===== src/rtl/lsb_first_serializer.sv =====
// LSB-first parallel-to-serial front end: one-word hold buffer feeding a
// WIDTH-bit shift register, with frame_start/frame_last markers per word.
module lsb_first_serializer #(
  parameter int WIDTH = 8
) (
  input  logic             clk,
  input  logic             reset,
  input  logic [WIDTH-1:0] din,
  input  logic             din_valid,
  output logic             din_ready,
  output logic             ser_out,
  output logic             ser_valid,
  output logic             frame_start,
  output logic             frame_last,
  output logic             busy
);

  localparam int            CW   = $clog2(WIDTH);
  localparam logic [CW-1:0] LAST = CW'(WIDTH - 1);

  typedef enum logic {
    IDLE  = 1'b0,
    SHIFT = 1'b1
  } state_t;

  state_t           state;
  logic [WIDTH-1:0] hold;
  logic             hold_full;
  logic [WIDTH-1:0] sr;
  logic [CW-1:0]    cnt;
  logic             accept;
  logic             at_last;

  // Handshake: a word transfers at a rising edge where din_valid & din_ready;
  // din_ready depends only on hold_full, never on din_valid, and din/din_valid
  // are ignored while din_ready is low.
  assign accept  = din_valid & ~hold_full;
  assign at_last = (state == SHIFT) && (cnt == LAST);

  always_ff @(posedge clk or negedge reset) begin
    if (!reset) begin
      state     <= IDLE;
      hold      <= '0;
      hold_full <= 1'b0;
      sr        <= '0;
      cnt       <= '0;
    end else begin
      if (accept) begin
        hold <= din;
      end
      case (state)
        IDLE: begin
          if (hold_full) begin
            sr        <= hold;
            cnt       <= '0;
            hold_full <= 1'b0;
            state     <= SHIFT;
          end
        end
        SHIFT: begin
          if (!at_last) begin
            sr  <= sr >> 1;
            cnt <= cnt + CW'(1);
          end else if (hold_full) begin
            // next word follows with no idle gap
            sr        <= hold;
            cnt       <= '0;
            hold_full <= 1'b0;
          end else begin
            state <= IDLE;
            cnt   <= '0;
          end
        end
        default: state <= IDLE;
      endcase
      // an accept on the same edge as a load refills the buffer
      if (accept) begin
        hold_full <= 1'b1;
      end
    end
  end

  assign ser_out     = sr[0];
  assign ser_valid   = (state == SHIFT);
  assign frame_start = (state == SHIFT) && (cnt == '0);
  assign frame_last  = at_last;
  assign din_ready   = ~hold_full;
  assign busy        = (state == SHIFT) | hold_full;

endmodule


===== config.mk =====
export PLATFORM = sky130hd
export DESIGN_NAME = lsb_first_serializer
export DESIGN_NICKNAME = d
export VERILOG_FILES = /design/src/rtl/lsb_first_serializer.sv
export SDC_FILE = /design/constraint.sdc
export NUM_CORES = 1
export LEC_CHECK = 0
export ABC_AREA = 1
export ABC_CLOCK_PERIOD_IN_PS = 1600
export BUFFER_PORTS_ARGS = -buffer_cell sky130_fd_sc_hd__buf_4
export CORE_MARGIN = 2
export CORE_UTILIZATION = 53
export DETAILED_ROUTE_END_ITERATION = 8
export GPL_TIMING_DRIVEN = 0
export PLACE_DENSITY = 0.72
export SLEW_MARGIN = 40
export SYNTH_ARGS = -nofsm -noshare
export SYNTH_HDL_FRONTEND = slang
export SYNTH_SLANG_ARGS = --single-unit

===== constraint.sdc =====
create_clock -name clk -period 1.6 [get_ports clk]
set_input_delay 0.16 -clock clk [delete_from_list [all_inputs] [get_ports clk]]
set_output_delay 0.16 -clock clk [all_outputs]
set_load 0.03 [all_outputs]

### Word-level counts from Yosys, hierarchy flattened

Index checks and enable logic that the tools add are counted.
W data, S select, Z words.

| word-level totals | value |
|---|---|
| bits of input ports | 11 |
| output and inout port bits | 6 |
| register bits after elaboration | 21 |

| cells by class | value |
|---|---|
| mux-type cells | 12 |
| add/sub/neg operators | 1 |
| reduce and logical (&&, ||, !) cells | 3 |
| equality and inequality tests | 3 |
| bitwise gates (word level) | 4 |

Operators by type and width:

| cell | count |
|---|---|
| $mux W8 | 2 |
| $pmux W8 S2 | 1 |
| $mux W3 | 2 |
| $pmux W3 S2 | 1 |
| $mux W1 | 4 |
| $pmux W1 S2 | 2 |
| $add A3 B1 Y3 const B | 1 |
| $eq A3 B3 Y1 const B | 1 |
| $logic_not A3 Y1 | 1 |
| $ne A3 B2 Y1 const B | 1 |
| $logic_and A1 B1 Y1 | 2 |
| $ne A2 B2 Y1 const B | 1 |
| $not A1 Y1 | 2 |
| $and A1 B1 Y1 | 1 |
| $or A1 B1 Y1 | 1 |

### Logic depth before layout (Yosys ltp)

Gate-level depths: netlist of the first run.

| logic depth | value |
|---|---|
| depth in word-level cells | 5 |
| mapped depth | 7 |

### Worst setup path after synthesis of the first run

OpenSTA, ideal clock, no wires.

| path | value |
|---|---|
| path kind | register -> register |
| start point | reg cnt[0] |
| end point | reg sr[0] |
| stages on the path, launching flop included | 8 |
| path slack | 0.288 ns |
| clock period less this slack | 1.312 ns |
| buffers on the path | 1 |
| arrival | 1.195 ns |
| required time | 1.483 ns |
| path through | dfrtp_1 ha_1 ha_1 inv_1 nand2_1 buf_4 nand3_1 nand2_1 |

| on the way | value |
|---|---|
| cells in the longest elaborated chain, start to end | 4 |

RTL lines:

| element | RTL line | source |
|---|---|---|
| start: declaration | 30 | `logic [CW-1:0] cnt;` |
| start signal: assignment | 63 | `cnt <= cnt + CW'(1);` |
| $eq A3 B3 Y1 | 38 | `assign at_last = (state == SHIFT) && (cnt == LAST);` |
| $logic_and A1 B1 Y1 | 38 |  |
| $mux W8 | 61 | `if (!at_last) begin` |
| $pmux W8 S2 | 51 | `case (state)` |
| end signal: assignment | 54 | `sr <= hold;` |
| end signal: assignment | 62 | `sr <= sr >> 1;` |
| end signal: assignment | 66 | `sr <= hold;` |
| end: declaration | 29 | `logic [WIDTH-1:0] sr;` |

Every way passes these cells.
A chain may end at the register's enable or synchronous reset.

### Worst setup path in the final report of the first run

| path | value |
|---|---|
| start point | reg cnt[0] |
| end point | out frame_last |

| on the way | value |
|---|---|
| cells in the longest elaborated chain, start to end | 2 |

RTL lines:

| element | RTL line | source |
|---|---|---|
| $eq A3 B3 Y1 | 38 |  |
| $logic_and A1 B1 Y1 | 38 |  |
| end: declaration | 14 | `output logic frame_last,` |

Every way passes these cells.

==> impl_metrics.toml, run 1 <==
[global_route]
grt-busiest-layer = "met1"
grt_max_degree = 22
grt_pass1_vias = 703
use_met3_pct = 3.396
grt_util_all_layers_pct = 19.91
met2_usage_pct = 27.47
overflow = 0
grt_first_pass_wirelength_um = 3008
antenna_found_initial = 0
met1_usage_pct = 28.61

[worst_setup_path]
critPathLaunchType = "flip-flop"
critical_path_class = "reg2out"
crit_required_ps = 1440
arrival_ps = 1350
reg2reg_depth = 7
crit_fanout = 3
worst_setup_path_end_kind = "output port"

[run_status]
status = "complete, no violations"

[sta]
tns_ps = 0
setup_viol_count_final = 0
fmax_mhz = 664.0
post-route-period-util_pct = 94.12
hold_viol_final = 0
finalCriticalPeriod_ps = 1506
slew_headroom_pct = 82.67
skew_ps = 11.39
slew_viol_final = 0
worst-slew-pin-transition_ps = 259.9
rsz0062_at_grt = "no"

[synthesis]
synthSimpleGateAreaFrac_pct = 30.95
post-synth-top-count-cell = "nand2_1"
ys_types = 15
synthTopCellsByCount = "nand2_1, dfrtp_1, inv_1, nand3_1"
ys_seq_elements = 21
synth_compound_area_share_pct = 1.973
synth_edf_count = 0
synthDominantCellAreaShare_pct = 51.79
syn_nets = 142
synth_top_family_by_area = "simple AND/OR/NAND/NOR gates"
synth.avg_cell_area_um2 = 7.928
yosys.area_share.xor_xnor_pct = 0
synthMuxAreaShare_pct = 0
ys_async_sr_fraction_pct = 100.0
synthTopCellsByArea = "dfrtp_1, nand2_1, nand3_1"
netlist_area_mm2 = 0.001015
netlist_instances = 128
ys_warn_count = 0
ys.flop_type = "dfrtp_1"
yosysSeqAreaShare_pct = 51.79
synth-adder-area-share_pct = 3.699
synth.largest_area_cell = "dfrtp_1"

[cts]
clock-root-buffer = "clkbuf_4"
cts_sinks = 21
clk_pin_slew_ps = 120
clock_path_buffers = 2
cts_tree = "yes"
h-tree-depth = 1
numCtsBuffers = 3
insertion_delay_ps = 310

[finish]
drive_gt1_share_pct = 22.82
final_util_pct = 69.43
areaGrowthSynthToFinish_pct = 20.71
n_antenna_cell = 0
nFillCells = 169
fin_nets = 164

[place]
place_hpwl_um = 1271
gp_congestion = 0.7425
port_buffers = 15

[die]
io_pins = 17
initial_core_util_pct = 57.52
die_area_mm2 = 0.002281
die-width_um = 47.76
rows = 15
die_h_um = 47.76
coreArea_mm2 = 0.001764

[detailed_routing]
drc = 0
via_count = 799
first_iter_violations = 21
post_drt_wl_per_cell_um = 10.43
drtAntennaViolNets = 0
finalWirelength_um = 1814
via_per_inst = 4.592
first_pass_iters = 4

[power]
irDropWorstVdd_uv = 1190
p_per_area_mw_per_mm2 = 1824
p_leak_uw = 0.0006935

[hold_path]
min_path_cells = 3
min_path_type = "in2reg"

[job]
cap_viol_max_count = 0
-- through the flow --
stage	hold slack [ps]	power, uW	instance area [um^2]	std cells	setup slack [ps]
final	72.84	2234	1225	174	94.05
after global routing	81.50	2464	1225	174	3.877
after CTS	68.75	2202	1204	174	23.46
after detailed placement	55.59	1929	1159	168	183.2
after global placement	56.41	1900	1159	168	225.8
after floorplan	-135.6	1654	1015	128	287.5
-- metal layers --
layer | vias to the layer above | part of all wire (%)
met4 | 0 | 3.1
li1 | 422 | -
met5 | - | 0
met3 | 6 | 3.0
met2 | 18 | 42
met1 | 353 | 52
-- power breakdown --
group	total (uW)	switching (uW)	leakage [uW]	internal (uW)
logic	1080	642	0.000414	440
registers	899	138	0.000262	761
clock network	253	160	0.0000177	93.3
-- cells in the final DEF (no fill, tap or decap), drive strengths merged --
cell type / netlist / layout
nand3: 15 / 15
o21ai: 4 / 4
nor2: 5 / 5
clkbuf: 0 / 3
dfrtp: 21 / 21
buf: 5 / 21
inv: 21 / 21
clkinv: 0 / 1
ha: 3 / 3
nand2: 54 / 54
dlygate4sd3: 0 / 1
-- flip-flops by register name, summed over array words and instances (netlist names) --
| name | count |
|---|---|
| hold | 8 |
| ser_valid | 1 |
| hold_full | 1 |
| sr | 8 |
| cnt | 3 |
-- critical path, stage by stage, from the launching register on --
cell and delay (ps):
dfrtp_1 420, ha_2 220, ha_4 170, nand2_1 50, inv_1 40, buf_4 150
-- area by class of cell --
| class | count | area (um^2) | area share [%] |
|---|---|---|---|
| plain buffers | 5 | 38.79 | 3.167 |
| clock buffers | 3 | 22.52 | 1.839 |
| clock inverters | 1 | 5.005 | 0.4086 |
| inverters | 21 | 78.83 | 6.435 |
| multi-input cells | 81 | 389.1 | 31.77 |
| flip-flops and latches | 21 | 525.5 | 42.90 |
| well taps | 25 | 31.28 | 2.554 |
| repair buffers | 17 | 133.9 | 10.93 |
-- logic make-up (layout without fill, tap and decap cells) --
family | Yosys count | count (layout)
AOI/OAI and AO/OA | 4 | 4
DFF | 21 | 21
adders and majority gates | 3 | 3
and+or+nand+nor | 74 | 74
buffers and inverters | 26 | 47
-- what timing repair did --
| action | CTS | global route |
|---|---|---|
| endpoints found under the hold margin | 21 | 0 |
| setup buffers | 1 | 0 |
| hold buffers | 1 | 0 |
| setup endpoints to repair | 1 | 2 |
| gates resized for setup | 0 | 6 |
| pin swaps | 0 | 2 |
-- worst paths after layout --
| path | start | endpoint | slack [ps] |
|---|---|---|---|
| min | din[2] | hold[2] | 70 |
| max | cnt[0] | frame_last | 90 |
| min in group asynchronous | reset | sr[5] | 250 |
| min reg2reg | sr[7] | sr[6] | 480 |
| max in group asynchronous | reset | hold_full | 1130 |
| max reg2reg | cnt[0] | sr[6] | 280 |
Note: power is estimated with default switching activity, not from simulation.
==> run 2: changes to the inputs <==
--- a/config.mk
+++ b/config.mk
@@ -12,6 +12,7 @@
 export CORE_UTILIZATION = 53
 export DETAILED_ROUTE_END_ITERATION = 8
 export GPL_TIMING_DRIVEN = 0
+export MAX_ROUTING_LAYER = met4
 export PLACE_DENSITY = 0.72
 export SLEW_MARGIN = 40
 export SYNTH_ARGS = -nofsm -noshare
==> impl_metrics.toml, run 2 (synthesized netlist as in run 1, its figures left out) <==
[run_status]
status = "complete, no violations"

[detailed_routing]
drt-met1-wl_um = 949
via_count = 795
first_iter_violations = 18
via_per_inst = 4.569
met2_wirelength_um = 766
top_layer_used = "met4"
drtAntennaViolNets = 0
drc = 0
met3_length_um = 49
first_pass_iters = 4
post_drt_wl_per_cell_um = 10.47
finalWirelength_um = 1822

[power]
fin_total_pwr_uw = 2233
p_per_area_mw_per_mm2 = 1823
p_leak_uw = 0.0006935
irDropWorstVdd_uv = 1190

[finish]
most-common-layout-cells = "nand2_1, dfrtp_1, inv_1, buf_4, nand3_1"
n_antenna_cell = 0
final_common_cell = "nand2_1"
fin_nets = 164
drive_gt1_share_pct = 22.82
stdcell_count = 174
areaGrowthSynthToFinish_pct = 20.71
largestRegisters = "hold (8), sr (8), cnt (3)"

[place]
place_hpwl_um = 1271
port_buffers = 15
gp_congestion = 0.7518
dp_worst_setup_slack_ps = 183.2
placed_cells = 168

[sta]
skew_ps = 10.04
hold_viol_final = 0
slew_viol_final = 0
tns_ps = 0
slew_headroom_pct = 82.69
finalCriticalPeriod_ps = 1505
setup_viol_count_final = 0
finalWorstSetupSlack_ps = 95.04
fmax_mhz = 664.5
worst-slew-pin-transition_ps = 259.6
rsz0062_at_grt = "no"
post-route-period-util_pct = 94.06

[global_route]
grt_util_all_layers_pct = 20.55
grt_first_pass_wirelength_um = 3008
antenna_found_initial = 0
grt_max_degree = 22
overflow = 0
grt_pass1_vias = 706

[worst_setup_path]
path_cells = "ha_2 > ha_4 > nand2_1 > inv_1 > buf_4"
cp-startpoint = "cnt[0]"
critPathTopFamily = "flip-flops"
rrSetupSlack_ps = 280
crit_fanout = 3
crit_cells = 5
crit_end = "frame_last"
arrival_ps = 1340
reg2reg_depth = 7
critPathMaxStageDelay_ps = 420
cp_slowest_cell = "dfrtp_1"
critical_path_class = "reg2out"
worst_setup_path_end_kind = "output port"
r2r-start = "cnt[0]"
path_buf_inv = 2
reg2reg_to = "sr[6]"
crit_required_ps = 1440
critPathLaunchType = "flip-flop"

[job]
cap_viol_max_count = 0

[die]
die_area_mm2 = 0.002281
initial_core_util_pct = 57.52
die_h_um = 47.76
rows = 15
die-width_um = 47.76
io_pins = 17
coreArea_mm2 = 0.001764

[cts]
cts_tree = "yes"
clock_path_buffers = 2
clk_pin_slew_ps = 120
h-tree-depth = 1
clock-root-buffer = "clkbuf_4"
numCtsBuffers = 3
cts_sinks = 21
insertion_delay_ps = 300

[hold_path]
min_path_type = "in2reg"
-- run 2: cell counts in the layout (fill, tap and decap cells not counted) --
Identical to the previous run, type by type.
-- run 2: metal layers --
| layer | global-route usage [%] | vias to the layer above |
|---|---|---|
| met5 | - | - |
| met4 | 12.97 | 0 |
| met3 | 3.396 | 6 |
| met2 | 27.47 | 16 |
| met1 | 28.61 | 351 |
| li1 | - | 422 |
-- run 2: how the worst min path moves through the flow --
| stage | from | end | slack (ps) | depth (start not counted) |
|---|---|---|---|---|
| floorplan | reset | cnt[0] | -140 | 0 |
| global placement | reset | sr[6] | 60 | 1 |
| detailed placement | reset | sr[6] | 60 | 1 |
| CTS | din[2] | hold[2] | 70 | 3 |
| global route | din[7] | hold[7] | 80 | 3 |
| finish | din[2] | hold[2] | 80 | 3 |
-- run 2: area by class of cell --
cell class              count  area [um^2]
clock inverters             1        5.005
fillers                   169        539.3
inverters                  21        78.83
multi-input cells          81        389.1
plain buffers               5        38.79
flip-flops and latches     21        525.5
repair buffers             17        133.9
clock buffers               3        22.52
well taps                  25        31.28
-- run 2: worst reg2reg max path: stages, from the launching register on --
cell and delay, ps:
dfrtp_1 420, ha_2 220, ha_4 170, inv_1 50
nand2_1 60, buf_4 180, nand3_1 90, nand2_1 50
-- run 2: metrics by stage --
| stage | instance area, um^2 | util [%] | hold slack (ps) |
|---|---|---|---|
| 4_1_cts | 1204 | 68.23 | 68.75 |
| 3_5_place_dp | 1159 | 65.67 | 55.59 |
| 3_3_place_gp | 1159 | 65.67 | 56.41 |
| 2_1_floorplan | 1015 | - | -135.6 |
| 6_report | 1225 | 69.43 | 75.94 |
| 5_1_grt | 1225 | 69.43 | 81.51 |
-- run 2: power by group --
group | total, uW | switching [uW] | internal [uW] | leakage [uW]
logic | 1080 | 643 | 440 | 0.000414
clock network | 251 | 158 | 93.2 | 0.0000177
registers | 899 | 139 | 761 | 0.000262
total | 2230 | 940 | 1290 | 0.000694
-- run 2: what timing repair did --
action                                  CTS  global route
hold buffers                              1             0
pin swaps                                 0             2
endpoints found under the setup margin    1             2
gates resized for setup                   0             6
setup buffers                             1             0
endpoints found under the hold margin    21             0
==> run 3: changes to the inputs <==
--- a/config.mk
+++ b/config.mk
@@ -14,6 +14,7 @@
 export GPL_TIMING_DRIVEN = 0
 export MAX_ROUTING_LAYER = met4
 export PLACE_DENSITY = 0.72
+export RECOVER_POWER = 50
 export SLEW_MARGIN = 40
 export SYNTH_ARGS = -nofsm -noshare
 export SYNTH_HDL_FRONTEND = slang
==> impl_metrics.toml, run 3 (synthesized netlist as in run 1, its figures left out) <==
[cts]
insertion_delay_ps = 300
h-tree-depth = 1
cts_tree = "yes"
cts_sinks = 21
clock_path_buffers = 2
clock-root-buffer = "clkbuf_4"
numCtsBuffers = 3
clk_pin_slew_ps = 120

[finish]
most-common-layout-cells = "nand2_1, dfrtp_1, inv_1, buf_4, nand3_1"
n_antenna_cell = 0
nFillCells = 175
drive_gt1_share_pct = 20.81
largestRegisters = "hold (8), sr (8), cnt (3)"
final_common_cell = "nand2_1"
areaGrowthSynthToFinish_pct = 19.24
fin_nets = 164

[detailed_routing]
drtAntennaViolNets = 0
post_drt_wl_per_cell_um = 10.49
drc = 0
first_iter_violations = 29
finalWirelength_um = 1825
via_per_inst = 4.632
first_pass_iters = 4
via_count = 806

[sta]
fmax_mhz = 663.9
rsz0062_at_grt = "no"
worst-slew-pin-transition_ps = 1078
hold_viol_final = 0
hold_slack_ps = 77.36
finalCriticalPeriod_ps = 1506
post-route-period-util_pct = 94.14
setup_viol_count_final = 0
tns_ps = 0
skew_ps = 8.175
slew_viol_final = 0
slew_headroom_pct = 28.11

[power]
p_leak_uw = 0.0006810
p_per_area_mw_per_mm2 = 1822
fin_total_pwr_uw = 2205
p_clk_share_pct = 11.4
p_comb_share_pct = 47.9
p_switching_uw = 938.3
swShare_pct = 42.55
internal_power_uw = 1267
irDropWorstVdd_uv = 1192
seq_power_share_pct = 40.7

[worst_setup_path]
critPathTopFamily = "flip-flops"
critPathLaunchType = "flip-flop"
crit_required_ps = 1440
critPathMaxStageDelay_ps = 420
path_buf_inv = 2
worst_setup_path_end_kind = "output port"
arrival_ps = 1350
critical_path_class = "reg2out"
crit_fanout = 3
cp_slowest_cell = "dfrtp_1"
path_cells = "ha_2 > ha_4 > nand2_1 > inv_1 > buf_4"

[job]
cap_viol_max_count = 0

[global_route]
antenna_found_initial = 0
overflow = 0
grt_pass1_vias = 706
grt_util_all_layers_pct = 20.55
grt_first_pass_wirelength_um = 3008
grt_max_degree = 22

[place]
port_buffers = 15
place_hpwl_um = 1271
gp_congestion = 0.7518

[die]
rows = 15
die_area_mm2 = 0.002281
initial_core_util_pct = 57.52
coreArea_mm2 = 0.001764
die_h_um = 47.76
die-width_um = 47.76
io_pins = 17

[hold_path]
min_path_type = "in2reg"

[run_status]
status = "complete, no violations"
[run 3: changes by cell type in the layout (fill, tap and decap cells not counted), sizes merged]
cell / previous run / this run
buf: 21 / 18
clkbuf: 3 / 6
[run 3: final timing paths]
kind,from,end,cells past startpoint,slack [ps]
min in group asynchronous,reset,sr[5],2,560
worst max register to register,hold_full,hold[6],6,220
worst min-delay path,din[2],hold[2],3,80
max in group asynchronous,reset,hold_full,2,400
worst min register to register,sr[7],sr[6],2,480
worst max-delay path,cnt[0],frame_last,5,90
[run 3: power groups by stage]
stage / registers [uW] / logic [uW] / clock network, uW
2_1_floorplan: 901 / 753 / 0
3_3_place_gp: 893 / 1010 / 0
6_report: 898 / 1060 / 250
4_1_cts: 886 / 1060 / 260
5_1_grt: 929 / 1220 / 283
3_5_place_dp: 903 / 1030 / 0
[run 3: layer usage]
layer  vias to the layer above  share of wire [%]  wire length (um)  track usage [%]
met2                        16                 42               764            27.47
met3                         6                2.7                49            3.396
met5                         -                  0                 0                -
met1                       361                 52               953            28.61
li1                        423                  -                 -                -
met4                         0                3.1                57            12.97
[run 3: timing repair]
item,4_1_cts,5_1_grt
hold buffers,1,0
resized for setup,0,6
buffers inserted,1,0
setup endpoints to repair,1,2
pin swaps,0,2
hold endpoints to repair,21,0
[run 3: layout make-up]
cell class	count	area, um^2	share of cell area (%)
Multi-Input combinational cell	81	389.1	32.16
Timing Repair Buffer	17	126.4	10.44
Tap cell	25	31.28	2.585
Inverter	21	78.83	6.515
Clock inverter	1	5.005	0.4137
Sequential cell	21	525.5	43.43
Buffer	5	31.28	2.585
Clock buffer	3	22.52	1.861
[run 3: through the flow]
stage	setup WS (ps)	instance area (um^2)	instances	utilization, %
after floorplan	287.5	1015	128	-
after detailed placement	183.2	1159	168	65.67
final	93.77	1210	174	68.58
after CTS	23.46	1204	174	68.23
after global routing	3.884	1210	174	68.58
after global placement	225.8	1159	168	65.67
[run 3: tightest hold or removal path, stage by stage]
cell and delay, ps:
buf_4 80, nand3_1 60, nand2_1 60
